`src/rtl/jump_ctl_if.sv`:
```
// jump_ctl_if: bundles the player-motion controller's button inputs and its
// registered position/state outputs.
//   master : button source (game input side / testbench)
//   slave  : jump_ctl itself
// Signals:
//   jump_btn, left_btn, right_btn : raw asynchronous buttons into jump_ctl
//   xpos, ypos [11:0]  : player position (unsigned, y grows downward)
//   state [1:0]        : 0 IDLE, 1 CHARGE, 2 AIR, 3 LAND
//   charge [5:0]       : current charge level
//   velocity [11:0]    : signed vertical velocity, positive is upward
//   tick               : one-cycle physics tick strobe
// There is no valid/ready pair: outputs are always valid, and they change
// only on the cycle after tick is high.
interface jump_ctl_if;
  logic        jump_btn;
  logic        left_btn;
  logic        right_btn;
  logic [11:0] xpos;
  logic [11:0] ypos;
  logic [1:0]  state;
  logic [5:0]  charge;
  logic [11:0] velocity;
  logic        tick;

  modport master (
    output jump_btn, left_btn, right_btn,
    input  xpos, ypos, state, charge, velocity, tick
  );

  modport slave (
    input  jump_btn, left_btn, right_btn,
    output xpos, ypos, state, charge, velocity, tick
  );
endinterface

```
`src/rtl/jump_ctl.sv`:
```
// jump_ctl: tick-driven player-motion controller. Sequences charge, launch,
// flight and landing of a jump, integrates vertical velocity under gravity
// and clamps the player against ground, ceiling and side walls.
// Ports:
//   clk  : system clock
//   rst  : asynchronous reset, active-high
//   bus  : jump_ctl_if.slave (buttons in, position/state/charge/velocity/tick out)
// Optional feature macro: JUMP_WALL_BOUNCE_EN
//   defined   -> a wall hit in flight negates the horizontal direction
//   undefined -> a wall hit in flight clears the horizontal direction
module jump_ctl #(
  parameter int TICK_CYCLES = 1_000_000,
  parameter int GROUND_Y    = 537,
  parameter int X_MAX       = 1023,
  parameter int START_X     = 512,
  parameter int MAX_CHARGE  = 40,
  parameter int V_GAIN      = 2,
  parameter int GRAVITY     = 1,
  parameter int MAX_FALL    = 20,
  parameter int H_SPEED     = 3,
  parameter int WALK_SPEED  = 1
) (
  input logic      clk,
  input logic      rst,
  jump_ctl_if.slave bus
);

  typedef enum logic [1:0] {
    ST_IDLE   = 2'd0,
    ST_CHARGE = 2'd1,
    ST_AIR    = 2'd2,
    ST_LAND   = 2'd3
  } state_t;

  localparam int CNT_W = (TICK_CYCLES > 1) ? $clog2(TICK_CYCLES) : 1;
  localparam logic [CNT_W-1:0]   CNT_LAST  = CNT_W'(TICK_CYCLES - 1);
  localparam logic signed [12:0] GROUND_S  = 13'(GROUND_Y);
  localparam logic signed [12:0] X_MAX_S   = 13'(X_MAX);
  localparam logic signed [12:0] H_S       = 13'(H_SPEED);
  localparam logic signed [12:0] W_S       = 13'(WALK_SPEED);
  localparam logic signed [12:0] G_S       = 13'(GRAVITY);
  localparam logic signed [12:0] FALL_S    = 13'(-MAX_FALL);
  localparam logic signed [12:0] VGAIN_S   = 13'(V_GAIN);
  localparam logic [5:0]         MAX_CHG   = 6'(MAX_CHARGE);
  localparam logic [11:0]        START_X_U = 12'(START_X);
  localparam logic [11:0]        GROUND_U  = 12'(GROUND_Y);
  localparam logic [11:0]        X_MAX_U   = 12'(X_MAX);

  // Registers
  logic [CNT_W-1:0]   cnt_q, cnt_d;
  logic               tick_q, tick_d;
  logic [2:0]         sync1_q, sync2_q;   // {jump, left, right}
  state_t             state_q, state_d;
  logic [11:0]        x_q, x_d;
  logic [11:0]        y_q, y_d;
  logic [5:0]         charge_q, charge_d;
  logic signed [12:0] vel_q, vel_d;
  logic signed [1:0]  dir_q, dir_d;

  // Synchronised buttons and derived physics terms
  logic               jmp, lft, rgt;
  logic signed [1:0]  walk_dir;
  logic signed [12:0] x_s, x_walk, x_air, y_next, vel_grav, vel_fall, vel_launch;
  logic [5:0]         charge_eff;
  logic               hit_ceiling, hit_ground, hit_wall;

  function automatic logic [11:0] clamp_x(input logic signed [12:0] v);
    if (v < 13'sd0)         return 12'd0;
    else if (v > X_MAX_S)   return X_MAX_U;
    else                    return v[11:0];
  endfunction

  assign jmp = sync2_q[2];
  assign lft = sync2_q[1];
  assign rgt = sync2_q[0];

  // Exactly one direction held gives -1/+1; both or neither gives 0.
  always_comb begin
    walk_dir = 2'sb00;
    if (lft && !rgt)      walk_dir = 2'sb11;
    else if (rgt && !lft) walk_dir = 2'sb01;
  end

  assign x_s    = $signed({1'b0, x_q});
  assign x_walk = (walk_dir == 2'sb01) ? x_s + W_S :
                  (walk_dir == 2'sb11) ? x_s - W_S : x_s;
  assign x_air  = (dir_q == 2'sb01) ? x_s + H_S :
                  (dir_q == 2'sb11) ? x_s - H_S : x_s;
  assign y_next   = $signed({1'b0, y_q}) - vel_q;
  assign vel_grav = vel_q - G_S;
  assign vel_fall = (vel_grav < FALL_S) ? FALL_S : vel_grav;
  // A release before the first increment still launches with one unit.
  assign charge_eff = (charge_q == 6'd0) ? 6'd1 : charge_q;
  assign vel_launch = $signed({7'b0, charge_eff}) * VGAIN_S;

  assign hit_ceiling = (y_next < 13'sd0);
  assign hit_ground  = (y_next >= GROUND_S);
  assign hit_wall    = (x_air < 13'sd0) || (x_air > X_MAX_S);

  // Tick divider: tick_q is high for one cycle each time the counter wraps.
  always_comb begin
    if (cnt_q == CNT_LAST) begin
      cnt_d  = '0;
      tick_d = 1'b1;
    end else begin
      cnt_d  = cnt_q + CNT_W'(1);
      tick_d = 1'b0;
    end
  end

  // State register (all sequential state)
  always_ff @(posedge clk or posedge rst) begin
    if (rst) begin
      cnt_q    <= '0;
      tick_q   <= 1'b0;
      sync1_q  <= '0;
      sync2_q  <= '0;
      state_q  <= ST_IDLE;
      x_q      <= START_X_U;
      y_q      <= GROUND_U;
      charge_q <= '0;
      vel_q    <= '0;
      dir_q    <= '0;
    end else begin
      cnt_q    <= cnt_d;
      tick_q   <= tick_d;
      sync1_q  <= {bus.jump_btn, bus.left_btn, bus.right_btn};
      sync2_q  <= sync1_q;
      state_q  <= state_d;
      x_q      <= x_d;
      y_q      <= y_d;
      charge_q <= charge_d;
      vel_q    <= vel_d;
      dir_q    <= dir_d;
    end
  end

  // Next-state logic: transitions only on tick cycles.
  always_comb begin
    state_d = state_q;
    if (tick_q) begin
      case (state_q)
        ST_IDLE:   if (jmp) state_d = ST_CHARGE;
        ST_CHARGE: if (!jmp || charge_q >= MAX_CHG) state_d = ST_AIR;
        ST_AIR:    if (hit_ground) state_d = ST_LAND;
        ST_LAND:   if (!jmp) state_d = ST_IDLE;
        default:   state_d = ST_IDLE;
      endcase
    end
  end

  // Datapath / output logic: position, charge, velocity, direction.
  always_comb begin
    x_d      = x_q;
    y_d      = y_q;
    charge_d = charge_q;
    vel_d    = vel_q;
    dir_d    = dir_q;
    if (tick_q) begin
      case (state_q)
        ST_IDLE: begin
          if (jmp) charge_d = '0;
          else     x_d = clamp_x(x_walk);
        end
        ST_CHARGE: begin
          if (jmp && charge_q < MAX_CHG) begin
            charge_d = charge_q + 6'd1;
          end else begin
            vel_d    = vel_launch;
            dir_d    = walk_dir;
            charge_d = '0;
          end
        end
        ST_AIR: begin
          vel_d = vel_fall;
          y_d   = y_next[11:0];
          if (hit_ceiling) begin
            y_d   = '0;
            vel_d = '0;
          end
          if (hit_ground) begin
            y_d   = GROUND_U;
            vel_d = '0;
          end
          x_d = clamp_x(x_air);
          if (hit_wall) begin
`ifdef JUMP_WALL_BOUNCE_EN
            dir_d = -dir_q;
`else
            dir_d = 2'sb00;
`endif
          end
        end
        default: ;
      endcase
    end
  end

  assign bus.xpos     = x_q;
  assign bus.ypos     = y_q;
  assign bus.state    = state_q;
  assign bus.charge   = charge_q;
  assign bus.velocity = vel_q[11:0];
  assign bus.tick     = tick_q;

endmodule
```
`src/flat_wrapper.sv`:
```
// flat-port wrapper written by rule: the top's interface ports become plain ports
module jump_ctl_flat 
#(
  parameter int TICK_CYCLES = 1_000_000,
  parameter int GROUND_Y    = 537,
  parameter int X_MAX       = 1023,
  parameter int START_X     = 512,
  parameter int MAX_CHARGE  = 40,
  parameter int V_GAIN      = 2,
  parameter int GRAVITY     = 1,
  parameter int MAX_FALL    = 20,
  parameter int H_SPEED     = 3,
  parameter int WALK_SPEED  = 1
)
  (clk, rst, bus_jump_btn, bus_left_btn, bus_right_btn, bus_xpos, bus_ypos, bus_state, bus_charge, bus_velocity, bus_tick);
  jump_ctl_if bus_i ();
  input logic clk;
  input logic rst;
  input wire logic [$bits(bus_i.jump_btn)-1:0] bus_jump_btn;
  input wire logic [$bits(bus_i.left_btn)-1:0] bus_left_btn;
  input wire logic [$bits(bus_i.right_btn)-1:0] bus_right_btn;
  output wire logic [$bits(bus_i.xpos)-1:0] bus_xpos;
  output wire logic [$bits(bus_i.ypos)-1:0] bus_ypos;
  output wire logic [$bits(bus_i.state)-1:0] bus_state;
  output wire logic [$bits(bus_i.charge)-1:0] bus_charge;
  output wire logic [$bits(bus_i.velocity)-1:0] bus_velocity;
  output wire logic [$bits(bus_i.tick)-1:0] bus_tick;
  assign bus_i.jump_btn = bus_jump_btn;
  assign bus_i.left_btn = bus_left_btn;
  assign bus_i.right_btn = bus_right_btn;
  assign bus_xpos = bus_i.xpos;
  assign bus_ypos = bus_i.ypos;
  assign bus_state = bus_i.state;
  assign bus_charge = bus_i.charge;
  assign bus_velocity = bus_i.velocity;
  assign bus_tick = bus_i.tick;
  jump_ctl #(.TICK_CYCLES(TICK_CYCLES), .GROUND_Y(GROUND_Y), .X_MAX(X_MAX), .START_X(START_X), .MAX_CHARGE(MAX_CHARGE), .V_GAIN(V_GAIN), .GRAVITY(GRAVITY), .MAX_FALL(MAX_FALL), .H_SPEED(H_SPEED), .WALK_SPEED(WALK_SPEED)) u_core (.clk(clk), .rst(rst), .bus(bus_i));
endmodule
```
`config.mk`:
```
export PLATFORM = sky130hd
export DESIGN_NAME = jump_ctl_flat
export DESIGN_NICKNAME = d
export VERILOG_FILES = /design/src/rtl/jump_ctl_if.sv /design/src/rtl/jump_ctl.sv /design/src/flat_wrapper.sv
export SDC_FILE = /design/constraint.sdc
export NUM_CORES = 1
export LEC_CHECK = 0
export CAP_MARGIN = 10
export CELL_PAD_IN_SITES_DETAIL_PLACEMENT = 1
export CELL_PAD_IN_SITES_GLOBAL_PLACEMENT = 1
export CORE_MARGIN = 8
export CORE_UTILIZATION = 35
export CTS_BUF_LIST = sky130_fd_sc_hd__clkbuf_8
export DETAILED_ROUTE_END_ITERATION = 6
export PLACE_DENSITY = 0.72
export SYNTH_ARGS = -nofsm -noshare
export SYNTH_HDL_FRONTEND = slang
export SYNTH_SLANG_ARGS = --single-unit
```
`constraint.sdc`:
```
create_clock -name clk -period 5.6 [get_ports clk]
set_clock_uncertainty 0.15 [all_clocks]
set_input_delay 1.12 -clock clk [delete_from_list [all_inputs] [get_ports clk]]
set_output_delay 1.12 -clock clk [all_outputs]
set_load 0.05 [all_outputs]
```
==> results of run 1 <==
## per-layer routing
layer  global-route usage (%)  vias up  wire length (um)
li1                         -     2218                 -
met1                     19.8     2282              6690
met2                     28.1       79              7360
met3                     4.02       18               621
met4                     4.72        0               238
met5                        0        -                 0
## worst min-delay path by stage
| stage | start | endpoint | slack (ns) | cells past startpoint |
|---|---|---|---|---|
| final | u_core.sync1_q[1]$_DFF_PP0_ | u_core.sync2_q[1]$_DFF_PP0_ | 0.20 | 0 |
| after CTS | u_core.sync1_q[1]$_DFF_PP0_ | u_core.sync2_q[1]$_DFF_PP0_ | 0.20 | 0 |
| after global placement | u_core.sync1_q[1]$_DFF_PP0_ | u_core.sync2_q[1]$_DFF_PP0_ | 0.18 | 0 |
| after global routing | u_core.sync1_q[0]$_DFF_PP0_ | u_core.sync2_q[0]$_DFF_PP0_ | 0.21 | 0 |
| after detailed placement | u_core.sync1_q[1]$_DFF_PP0_ | u_core.sync2_q[1]$_DFF_PP0_ | 0.19 | 0 |
| after floorplan | u_core.sync1_q[0]$_DFF_PP0_ | u_core.sync2_q[0]$_DFF_PP0_ | 0.18 | 0 |
## synthesized netlist by cell type, drive strengths merged (6+ instances only)
cell type,count,area [sq um]
or4,6,50.1
clkbuf,25,105
nand2,48,183
dfrtp,69,1730
inv,31,116
and3,8,51.3
a31oi,21,138
buf,16,123
xnor2,24,218
nor2,52,195
o21ai,35,179
nand3,29,145
o31ai,9,72.6
a21oi,38,198
nor3,24,120
nor2b,14,87.6
and2,10,63.8
xor2,21,184
o22ai,9,56.3
nand4,13,81.3
ha,25,313
a21o,7,55.1
## final cells by class
class                      instances  area share, %
clock inverter                     6           1.37
multi-input combinational        463           50.7
timing repair buffer              50           8.40
sequential                        74           31.3
inverter                          31           1.96
clock buffer                      10           2.32
tap                              184           3.88
## registers in the layout, indices dropped and copies added (netlist names)
signal / count
u_core.bus.charge: 6
u_core.bus.state: 2
u_core.dir_q: 2
u_core.bus.xpos: 12
u_core.sync1_q: 3
u_core.vel_q: 13
u_core.sync2_q: 3
u_core.bus.ypos: 12
u_core.bus.tick: 1
u_core.cnt_q: 20
## stage by stage
stage | utilization [%] | setup slack, ns | cells | hold WS, ns | total power [mW]
after global placement | 39.3 | 1.85 | 802 | 0.184 | 0.582
after detailed placement | 39.3 | 1.66 | 802 | 0.186 | 0.584
after floorplan | - | 2.10 | 609 | 0.181 | 0.572
after CTS | 40.8 | 1.62 | 818 | 0.205 | 1.06
final | 40.8 | 1.61 | 818 | 0.203 | 1.04
after global routing | 40.8 | 1.32 | 818 | 0.207 | 1.09
## cells by family after synthesis
logic type / share of synthesized area, %
adder cells (fa/ha/maj): 6.39
AND/OR/NAND/NOR: 22.4
XOR/XNOR: 7.71
multiplexers: 1.23
buffers and inverters: 6.61
AO/OA/AOI/OAI: 20.0
flip-flops: 35.7
## worst max-delay path, stage by stage, from the launching register on
cell	delay, ns
dfrtp_1	0.42
inv_1	0.18
nand3_1	0.14
or3_1	0.40
nor3_1	0.36
and3_1	0.27
nand3_1	0.15
xnor2_1	0.17
nor3_1	0.21
nand2_1	0.08
ha_1	0.54
inv_1	0.26
nand3_1	0.14
a21oi_1	0.08
a311o_1	0.32
## power by group through the flow
| stage | Clock, mW | Sequential [mW] | Combinational [mW] |
|---|---|---|---|
| global placement | 0 | 0.548 | 0.0345 |
| detailed placement | 0 | 0.548 | 0.0355 |
| global route | 0.508 | 0.538 | 0.0397 |
| finish | 0.472 | 0.538 | 0.0348 |
| CTS | 0.491 | 0.538 | 0.0356 |
| floorplan | 0 | 0.548 | 0.0239 |
==> results.py, run 1 <==
metrics = {
    "timing": {
        "tns_ns": 0,
        "fmax_mhz": 251,
        "finalHoldViolCount": 0,
        "tightestPinTransition_ns": 0.967,
        "fin_crit_ns": 3.99,
        "setup_viol": 0,
        "final-max-slew-violation-count": 0,
        "rsz0062_at_grt": "no",
        "period_share_pct": 71.2,
        "relSlewSlack_pct": 35.6,
    },
    "clock_tree": {
        "path_clk_slew_ns": 0.08,
        "htreeDepth": 3,
        "clk_latency_ns": 0.37,
        "cts_tree": "yes",
        "cts_resized": 0,
        "ctsHoldBuffers": 0,
        "cts_root_buf": "clkbuf_8",
        "cts_sinks": 74,
        "cts_buffers": 9,
        "cts_setup_buffers": 0,
        "clockBufferDepth": 2,
    },
    "global_route": {
        "grt_pass1_vias": 4875,
        "antenna_found_initial": 0,
        "grt.total_usage_pct": 16.3,
        "grt_start_max_net_pins": 75,
        "grt_pass1_wl_um": 24700,
        "grt_overflow": 0,
    },
    "routing": {
        "wl_per_cell_um": 18.2,
        "drt_wl_total_um": 14900,
        "firstDrtPassIters": 4,
        "antenna_left": 0,
        "first_iter_violations": 192,
        "drc_errors": 0,
        "via_per_inst": 5.62,
        "num_vias": 4597,
    },
    "critical_path": {
        "ff2ff_path_depth": 14,
        "crit_path_end_kind": "flop",
        "r2r-start": "u_core.vel_q[1]$_DFFE_PP0P_",
        "r2r_slack_ns": 1.61,
        "critPathLaunchType": "flop",
        "cp_data_arrival_time_ns": 4.09,
        "crit_fanout": 14,
        "crit_path_end": "u_core.vel_q[4]$_DFFE_PP0P_",
        "r2r_end": "u_core.vel_q[4]$_DFFE_PP0P_",
        "crit_required_ns": 5.70,
        "criticalPathCategory": "reg2reg",
        "crit_path_start": "u_core.vel_q[1]$_DFFE_PP0P_",
    },
    "synthesis": {
        "avgSynthCellArea_sq_um": 8.55,
        "synth_seq_area_share_pct": 35.7,
        "ys_ff_latch": 74,
        "syn_inst": 609,
        "postSynth.asyncResetShare_pct": 100,
        "synth_area_sq_mm": 0.00521,
        "synth_warnings": 0,
        "syn_nets": 640,
        "synth.distinct_cells": 75,
        "synth-main-ff-cell": "dfrtp_1",
        "synth_edf_count": 0,
    },
    "cells_and_area": {
        "nNetsFinal": 660,
        "layout_commonest_cell": "dfrtp_1",
        "antenna_cells": 0,
        "seq_area_sq_mm": 0.00186,
        "final_area_sq_mm": 0.00593,
        "mostFrequentLayoutCells": "dfrtp_1, nor2_1, clkdlybuf4s50_1",
        "layout-drive-gt1-share_pct": 7.10,
        "multi_input_comb_area_sq_mm": 0.00301,
        "fillers": 1719,
        "syn2layout_area_growth_pct": 13.8,
    },
    "flow_run": {
        "maxCapViolCount": 0,
    },
    "die": {
        "ioPinCount": 50,
        "core_area_sq_mm": 0.0145,
        "num_rows": 44,
        "die_area_sq_mm": 0.0190,
        "initial_core_util_pct": 35.8,
        "die_w_um": 138,
        "die_h_um": 138,
    },
    "placement": {
        "portBuffers": 49,
        "place.gp.congestion": 0.827,
        "place_area_sq_mm": 0.00571,
        "dp_hpwl_um": 11100,
    },
    "power_and_ir_drop": {
        "power_density_mw_per_mm2": 176,
        "p_int_uw": 806,
        "seqPwrFrac_pct": 51.5,
        "leakagePower_nw": 2.46,
        "power.share.clock_pct": 45.2,
        "power_frac_comb_pct": 3.3,
        "switching_share_pct": 22.9,
        "peakVddDrop_mv": 0.127,
        "power.switching_uw": 239,
    },
    "status": {
        "outcome": "completed",
    },
    "worst_hold_path": {
        "hp-class": "reg2reg",
    },
}
(Power assumes the default switching activity.)
==> run 2, diff against run 1 <==
PLACE_DENSITY = 0.75   (was 0.72)
clock period = 3.5 ns   (was 5.6 ns; I/O delays follow)
==> run 2 against run 1 <==
Effect of this change:
- count of clock-buffer cells in the layout grew 2
- die area is the same
- non-clock buffer count grew 39
- combinational power grew 72%
- cell count grew 4.8%
- critical path depth shrank 2
- via count grew 5.9%
- wire length grew 4.0%
- sequential share of layout area shrank 2.4 points
- critical path type unchanged
- highest routed layer unchanged
- sequential power grew 60%
- worst hold slack gained 0.0019 ns
==> results.py, run 2 (same netlist as run 1, synthesis figures left out) <==
metrics = {
    "status": {
        "outcome": "completed",
    },
    "timing": {
        "fin_ws_ns": 0.0668,
        "fmax_mhz": 291,
        "period_share_pct": 98.1,
        "tns_ns": 0,
        "setup_viol": 0,
        "tightestPinTransition_ns": 0.741,
        "finalHoldViolCount": 0,
        "relSlewSlack_pct": 50.4,
        "final-max-slew-violation-count": 0,
        "rsz0062_at_grt": "yes",
        "fin_crit_ns": 3.43,
    },
    "die": {
        "initial_core_util_pct": 35.8,
        "core_area_sq_mm": 0.0145,
        "die_w_um": 138,
        "ioPinCount": 50,
        "num_rows": 44,
        "die_area_sq_mm": 0.0190,
        "die_h_um": 138,
    },
    "global_route": {
        "grt_start_max_net_pins": 75,
        "grt.total_usage_pct": 17.0,
        "grt_overflow": 0,
        "grt_pass1_vias": 5129,
        "grt_pass1_wl_um": 25900,
        "antenna_found_initial": 0,
    },
    "critical_path": {
        "crit_fanout": 7,
        "crit_required_ns": 3.66,
        "crit_path_start": "u_core.vel_q[0]$_DFFE_PP0P_",
        "r2r-start": "u_core.vel_q[0]$_DFFE_PP0P_",
        "criticalPathCategory": "reg2reg",
        "crit_path_end_kind": "flop",
        "critPathLaunchType": "flop",
        "cp_data_arrival_time_ns": 3.59,
    },
    "cells_and_area": {
        "mostFrequentLayoutCells": "dfrtp_1, nor2_1, clkdlybuf4s50_1",
        "syn2layout_area_growth_pct": 23.4,
        "layout-drive-gt1-share_pct": 15.6,
        "nNetsFinal": 699,
        "largest_reg_flops": 20,
        "final_cells": 857,
        "top_register": "u_core.cnt_q",
        "largest_registers": "u_core.cnt_q: 20 flops, u_core.vel_q: 13 flops",
        "layout_commonest_cell": "dfrtp_1",
        "antenna_cells": 0,
    },
    "clock_tree": {
        "cts_tree": "yes",
        "cts_buffers": 9,
        "clk_latency_ns": 0.38,
        "clockBufferDepth": 2,
        "htreeDepth": 3,
        "ctsHoldBuffers": 0,
        "path_clk_slew_ns": 0.08,
        "cts_root_buf": "clkbuf_8",
        "cts_sinks": 74,
    },
    "routing": {
        "first_iter_violations": 213,
        "firstDrtPassIters": 4,
        "via_per_inst": 5.68,
        "wl_per_cell_um": 18.1,
        "drt_wl_total_um": 15500,
        "drc_errors": 0,
        "num_vias": 4868,
        "antenna_left": 0,
    },
    "placement": {
        "place.gp.congestion": 0.879,
        "post-place-ws_ns": -0.0610,
        "portBuffers": 49,
        "dpl.cell_count": 835,
        "dp_hpwl_um": 11500,
    },
    "worst_hold_path": {
        "hp-class": "reg2reg",
        "worstHoldStart": "u_core.sync1_q[0]$_DFF_PP0_",
    },
    "power_and_ir_drop": {
        "power_density_mw_per_mm2": 290,
        "leakagePower_nw": 2.71,
        "power_mw": 1.86,
        "peakVddDrop_mv": 0.213,
    },
    "flow_run": {
        "maxCapViolCount": 0,
    },
}
[run 2: area by class of cell]
type                    instances  area [sq um]
clock buffers                  12           165
clock inverters                 4           120
fillers                      1722          8110
inverters                      31           116
multi-input cells             463          3130
flip-flops and latches         74          1860
well taps                     184           230
repair buffers                 89           807
[run 2: worst paths after layout]
path                                                   to  slack [ns]  cells past startpoint
hold / removal                u_core.sync2_q[0]$_DFF_PP0_        0.20                      0
max in group asynchronous  u_core.bus.ypos[4]$_DFFE_PP1P_        2.27                      3
min in group asynchronous  u_core.bus.ypos[1]$_DFFE_PP0P_        0.58                      3
hold reg to reg               u_core.sync2_q[0]$_DFF_PP0_        0.20                      0
setup reg to reg              u_core.vel_q[0]$_DFFE_PP0P_        0.07                     12
setup / recovery              u_core.vel_q[0]$_DFFE_PP0P_        0.07                     12
[run 2: what timing repair did]
| item | CTS | global route |
|---|---|---|
| gates cloned | 0 | 0 |
| setup endpoints to repair | 11 | 14 |
| buffers inserted | 5 | 1 |
| gates resized for setup | 7 | 19 |
| pin swaps | 3 | 4 |
[run 2: routing by layer]
metal	part of all wire, %	vias up	global-route usage [%]
met1	43	2473	19.9
li1	-	2288	-
met5	0	-	0
met2	50	85	29.6
met3	4.9	22	4.09
met4	2.4	0	6.63
[run 2: where the power goes]
| group | total (mW) | switching (mW) | internal, mW |
|---|---|---|---|
| combinational | 0.0598 | 0.0399 | 0.0198 |
| sequential | 0.860 | 0.00213 | 0.858 |
| clock | 0.942 | 0.338 | 0.604 |
| total | 1.86 | 0.380 | 1.48 |
[run 2: stage by stage]
stage	util (%)	cell area [sq um]	hold WS, ns
floorplan	-	5210	0.181
global placement	41.1	5970	0.183
detailed placement	41.1	5970	0.192
CTS	43.5	6320	0.208
global route	44.2	6420	0.214
finish	44.2	6420	0.204
[run 2: worst max-delay path: stages, from the launching register on]
cell and delay [ns]:
dfrtp_1 0.41, ha_4 0.16, inv_2 0.03, fa_2 0.36
a211oi_4 0.25, o31ai_2 0.10, o2111a_2 0.29, or3_4 0.34
a21oi_4 0.16, a221oi_4 0.05, or4_4 0.56, or4_1 0.41
o21ai_1 0.09
